<file path="config.mk">
export PLATFORM = sky130hd
export DESIGN_NAME = urv_regfile_mp
export DESIGN_NICKNAME = d
export VERILOG_FILES = /design/src/rtl/urv_regfile_mp.sv
export SDC_FILE = /design/constraint.sdc
export NUM_CORES = 2
export LEC_CHECK = 0
export BUFFER_PORTS_ARGS = -buffer_cell sky130_fd_sc_hd__buf_2
export CAP_MARGIN = 20
export CORE_ASPECT_RATIO = 1.75
export CORE_UTILIZATION = 40
export CTS_BUF_LIST = sky130_fd_sc_hd__clkbuf_4 sky130_fd_sc_hd__clkbuf_8 sky130_fd_sc_hd__clkbuf_16
export DETAILED_ROUTE_END_ITERATION = 7
export PLACE_DENSITY = 0.62
export RECOVER_POWER = 25
export SETUP_SLACK_MARGIN = 0.2
export SYNTH_ARGS = -nofsm -noshare
export SYNTH_HDL_FRONTEND = slang
export SYNTH_SLANG_ARGS = --single-unit
</file>
<file path="constraint.sdc">
create_clock -name clk_i -period 3.9 [get_ports clk_i]
set_clock_uncertainty 0.1 [all_clocks]
set_input_delay 0.78 -clock clk_i [delete_from_list [all_inputs] [get_ports clk_i]]
set_output_delay 0.78 -clock clk_i [all_outputs]
set_load 0.01 [all_outputs]
</file>
<file path="src/rtl/urv_regfile_mp.sv">
// Multi-read-port integer register file: one RAM bank per read port, a single writeback port,
// hardware zeroing after reset, a hardwired-zero x0 read path, and W/X bypass that stays correct across stalls.
module urv_regfile_mp #(
   parameter int unsigned G_XLEN           = 32,
   parameter int unsigned G_NREGS          = 32,
   parameter int unsigned G_NREAD          = 2,
   parameter int unsigned G_CLEAR_ON_RESET = 1,
   localparam int unsigned AW              = $clog2(G_NREGS)
) (
   input  logic                        clk_i,
   input  logic                        rst_i,
   input  logic                        d_stall_i,
   input  logic [G_NREAD*AW-1:0]       rf_rs_i,
   input  logic [G_NREAD*AW-1:0]       d_rs_i,
   output logic [G_NREAD*G_XLEN-1:0]   x_rs_value_o,
   input  logic [AW-1:0]               w_rd_i,
   input  logic [G_XLEN-1:0]           w_rd_value_i,
   input  logic                        w_rd_store_i,
   input  logic                        w_bypass_rd_write_i,
   input  logic [G_XLEN-1:0]           w_bypass_rd_value_i,
   output logic                        busy_o
);

   typedef enum logic {ST_CLEAR, ST_RUN} state_e;

   state_e              state_q, state_d;
   logic [AW-1:0]       cnt_q, cnt_d;
   logic                busy_q, busy_d;

   logic [G_XLEN-1:0]   bank_mem [G_NREAD][G_NREGS];

   logic [G_XLEN-1:0]   q_q    [G_NREAD];
   logic [G_XLEN-1:0]   q_d    [G_NREAD];
   logic [AW-1:0]       hold_q [G_NREAD];
   logic [AW-1:0]       hold_d [G_NREAD];
   logic                bw_q   [G_NREAD];
   logic                bw_d   [G_NREAD];
   logic [G_XLEN-1:0]   bv_q   [G_NREAD];
   logic [G_XLEN-1:0]   bv_d   [G_NREAD];

   logic                rd_en;
   logic                wr_en;
   logic                wr_go;
   logic [AW-1:0]       wr_addr;
   logic [G_XLEN-1:0]   wr_data;

   assign busy_o = busy_q;
   assign rd_en  = !d_stall_i && !busy_q;
   assign wr_en  = w_rd_store_i && (w_rd_i != '0) && !busy_q;

   // The clear sweep borrows the write port; normal writebacks are dropped meanwhile
   assign wr_go   = busy_q || wr_en;
   assign wr_addr = busy_q ? cnt_q : w_rd_i;
   assign wr_data = busy_q ? '0 : w_rd_value_i;

   // Clear sequencer: one entry per cycle, exactly G_NREGS cycles
   always_comb begin
      state_d = state_q;
      cnt_d   = cnt_q;
      if (state_q == ST_CLEAR) begin
         cnt_d = cnt_q + AW'(1);
         if (cnt_q == AW'(G_NREGS - 1)) begin
            state_d = ST_RUN;
            cnt_d   = '0;
         end
      end
      busy_d = (state_d == ST_CLEAR);
   end

   // Read pipeline and W-bypass; a held operand keeps tracking writes to its register
   always_comb begin
      q_d    = q_q;
      hold_d = hold_q;
      bw_d   = bw_q;
      bv_d   = bv_q;
      for (int k = 0; k < int'(G_NREAD); k++) begin
         if (rd_en) begin
            q_d[k]    = bank_mem[k][rf_rs_i[k*AW +: AW]];
            hold_d[k] = rf_rs_i[k*AW +: AW];
            bw_d[k]   = wr_en && (rf_rs_i[k*AW +: AW] == w_rd_i);
            if (bw_d[k]) begin
               bv_d[k] = w_rd_value_i;
            end
         end else if (wr_en && (hold_q[k] == w_rd_i)) begin
            bw_d[k] = 1'b1;
            bv_d[k] = w_rd_value_i;
         end
      end
   end

   always_ff @(posedge clk_i) begin
      if (rst_i) begin
         state_q <= (G_CLEAR_ON_RESET != 0) ? ST_CLEAR : ST_RUN;
         cnt_q   <= '0;
         busy_q  <= (G_CLEAR_ON_RESET != 0);
         for (int k = 0; k < int'(G_NREAD); k++) begin
            q_q[k]    <= '0;
            hold_q[k] <= '0;
            bw_q[k]   <= 1'b0;
            bv_q[k]   <= '0;
         end
      end else begin
         state_q <= state_d;
         cnt_q   <= cnt_d;
         busy_q  <= busy_d;
         q_q     <= q_d;
         hold_q  <= hold_d;
         bw_q    <= bw_d;
         bv_q    <= bv_d;
      end
   end

   // Register banks: identical contents, one per read port
   always_ff @(posedge clk_i) begin
      if (wr_go) begin
         for (int k = 0; k < int'(G_NREAD); k++) begin
            bank_mem[k][wr_addr] <= wr_data;
         end
      end
   end

   // Operand select: x0, then X-bypass, then W-bypass, then RAM data
   always_comb begin
      x_rs_value_o = '0;
      for (int k = 0; k < int'(G_NREAD); k++) begin
         if (hold_q[k] == '0) begin
            x_rs_value_o[k*G_XLEN +: G_XLEN] = '0;
         end else if (w_bypass_rd_write_i && (w_rd_i == d_rs_i[k*AW +: AW]) && (w_rd_i != '0)) begin
            x_rs_value_o[k*G_XLEN +: G_XLEN] = w_bypass_rd_value_i;
         end else if (bw_q[k]) begin
            x_rs_value_o[k*G_XLEN +: G_XLEN] = bv_q[k];
         end else begin
            x_rs_value_o[k*G_XLEN +: G_XLEN] = q_q[k];
         end
      end
   end

endmodule
</file>
==> impl_metrics.ini <==
[outcome]
outcome = complete, but fails checks
failed_checks = max-capacitance violations, max-slew violations

[drt]
via_count = 35200
antenna_left = 0
drc = 0
first_pass_iters = 5
drt-vias-per-instance = 6.34
routed_wl_mm = 183
first_iter_violations = 3938
wire_per_inst_um = 33.0

[critical_path]
r2r_cells = 3
critPathBufInv = 4
crit_type = in2out
end_kind = output port
worstPathArrival_ns = 2.72
rr_startpoint = busy_o
r2r_end = bank_mem[0][1582]
cp-start-kind = input port
critical_path.top_delay_family = buffers and inverters
critPathMaxFanout = 64
cp_slowest_stage_delay_ns = 0.71
path_cells = buf_2 > buf_4 > o41ai_1 > or4_2 > buf_12 > a211oi_1 > buf_2
crit_top_cell = buf_2
critPathRequiredTime_ns = 3.02
r2r_slack_ns = 0.46
crit_slowest_cell = or4_2

[logic_synthesis]
syn_inst = 3461
async_reset_ff_frac = 0
yosysMostFrequentCell = edfxtp_1
synthTopCellsByArea = edfxtp_1 56%, mux2i_1 12%, mux4_2 11%, dfxtp_1 5.4%, a22oi_1 5.3%
synth_top_area_share = 0.563
synth.top_cells.by_count = 1024 x edfxtp_1, 642 x mux2i_1, 385 x a22oi_1
synthesis.nets = 3557
yosys.area.top_type = edfxtp_1
synth_cell_types = 45
ys_seq_elements = 1171
synth_warnings = 0
ys.flop_type = edfxtp_1
avgSynthCellArea_sq_um = 15.8
synth_edf_count = 1024
syn_area_sq_um = 54600
ys_seq_area_frac = 0.617

[global_route]
grtUsageMet1 = 0.324
grt_util_met2 = 0.449
grt_pass1_wl_mm = 256
grt_pass1_vias = 35400
track_usage = 0.263
grt-ovfl-total = 0
top_usage_layer = met2
use_met3 = 0.0404
antenna_found_initial = 5
grt_max_degree = 70

[clock_tree]
cts_tree = yes
cts_buffers = 106
clock_sinks = 1171
clock_latency_ns = 0.74
clkTransAtPathRegs_ns = 0.07
cts-htree-levels = 3
post-cts-setup-buffers = 0
clock_path_buffers = 3
holdBufCountCts = 0
root_buffer = clkbuf_16
cts_resized = 1

[worst_hold_path]
min_from = w_rd_value_i[0]
hold_path_class = in2reg
worst_hold_path.endpoint = bv_q[0]
whs_path_depth = 3

[placed_design]
dp_hpwl_mm = 112
port_buffers = 158
gp_congestion = 0.847

[pwr]
leakagePower_nw = 21.6
peakVddDrop_mv = 0.379
swShare = 0.221
power.density_nw_per_um2 = 432
power.total_w = 0.0271
pwr-share-seq = 0.503
p_clk_frac = 0.427
pwr-share-comb = 0.070
internal_power_w = 0.0211
power_switching_w = 0.00599

[cells_and_area]
area_growth_pct = 14.7
layout-drive-gt1-share = 0.233
nets = 3741
post-route-util = 0.462
nFillCells = 11800

[timing]
finalHoldViolations = 0
worst_pin_slew_ns = 1.71
slew_headroom = -0.140
tns_ns = 0
finalCritPeriodShare = 0.924
report.final.setup_viol = 0
final-max-slew-violation-count = 54
grt_setup_unrepaired = no
min_period_ns = 3.60
clock.fmax_mhz = 277

[floorplanning]
initial_utilization = 0.402
die_x_um = 281
core_area_sq_um = 136000
rows = 179
die_y_um = 491
io_pins = 159
die-area_sq_um = 138000

[job]
drv_cap = 2
cells by family after synthesis:
logic type,Yosys count,share of synthesized area
flip-flops,1171,0.617
multiplexers,899,0.223
AO/OA/AOI/OAI,672,0.0922
AND/OR/NAND/NOR,389,0.0361
buffers and inverters,298,0.0259
XOR/XNOR,30,0.00481
adder cells (fa/ha/maj),2,0.000458
cells in the final DEF (no fill, tap or decap), drive strengths merged, types with 3 or more instances in the layout:
| cell | n |
|---|---|
| nor3 | 3 |
| a21oi | 15 |
| clkbuf | 158 |
| xnor2 | 26 |
| or4 | 6 |
| nand2 | 35 |
| a31oi | 67 |
| a21o | 64 |
| a22oi | 385 |
| nor2 | 121 |
| or2 | 3 |
| and2 | 4 |
| xor2 | 4 |
| nor2b | 38 |
| nand3 | 73 |
| a211oi | 64 |
| inv | 9 |
| mux4 | 256 |
| buf | 344 |
| edfxtp | 1024 |
| o21ai | 6 |
| mux2i | 642 |
| a32oi | 64 |
| clkinv | 34 |
| dfxtp | 147 |
| nand2b | 97 |
| bufinv | 21 |
| clkinvlp | 6 |
how the worst max path moves through the flow:
stage               startpoint                end  cells past startpoint
global route         w_rd_i[4]   x_rs_value_o[59]                      7
floorplan            w_rd_i[0]  bank_mem[0][1248]                      4
global placement     w_rd_i[4]   x_rs_value_o[27]                      7
finish               w_rd_i[4]   x_rs_value_o[59]                      7
detailed placement   w_rd_i[4]   x_rs_value_o[23]                      7
CTS                  w_rd_i[4]   x_rs_value_o[23]                      7
routing by layer:
layer / wire length (um) / vias up
li1: - / 14500
met2: 91200 / 2002
met5: 24 / -
met1: 66900 / 18100
met3: 15600 / 479
met4: 9080 / 4
worst register-to-register path: cells and delay by family, from the launching register on:
family	cells	cell delay [ns]
buffers and inverters	2	1.88
flip-flops	1	0.68
AND/OR/NAND/NOR	1	0.33
power groups by stage:
stage	Sequential, W	Clock, W	Combinational [W]
after floorplan	0.0139	0	0.00118
after global placement	0.0139	0	0.00186
after detailed placement	0.0139	0	0.00186
after CTS	0.0136	0.0117	0.00187
after global routing	0.0136	0.0121	0.00195
final	0.0136	0.0115	0.00189
per-stage QoR:
stage	cell area (sq um)	setup slack (ns)	hold slack, ns	cells
3_3_place_gp	58900	0.305	0.361	5342
3_5_place_dp	58900	0.283	0.368	5343
4_1_cts	62700	0.267	0.199	5541
2_1_floorplan	54600	0.400	0.352	3461
5_1_grt	62600	0.240	0.245	5546
6_report	62600	0.296	0.230	5547
area by class of cell:
cell class,count,area (sq um),share of cell area
Multi-Input combinational cell,1992,19900,0.318
Tap cell,1810,2260,0.0362
Sequential cell,1171,33700,0.538
Clock buffer,135,2950,0.0471
Inverter,7,26.3,0.000419
Antenna cell,2,5.00,0.0000799
Clock inverter,63,872,0.0139
Timing Repair Buffer,367,2920,0.0466
registers in the layout (all words and copies together) (netlist names):
name and count:
hold_q 10, cnt_q 5, bv_q 64, bw_q 2, busy_o 1, q_q 64, bank_mem 1024, state_q 1
Note: power is estimated with default switching activity, not from simulation.
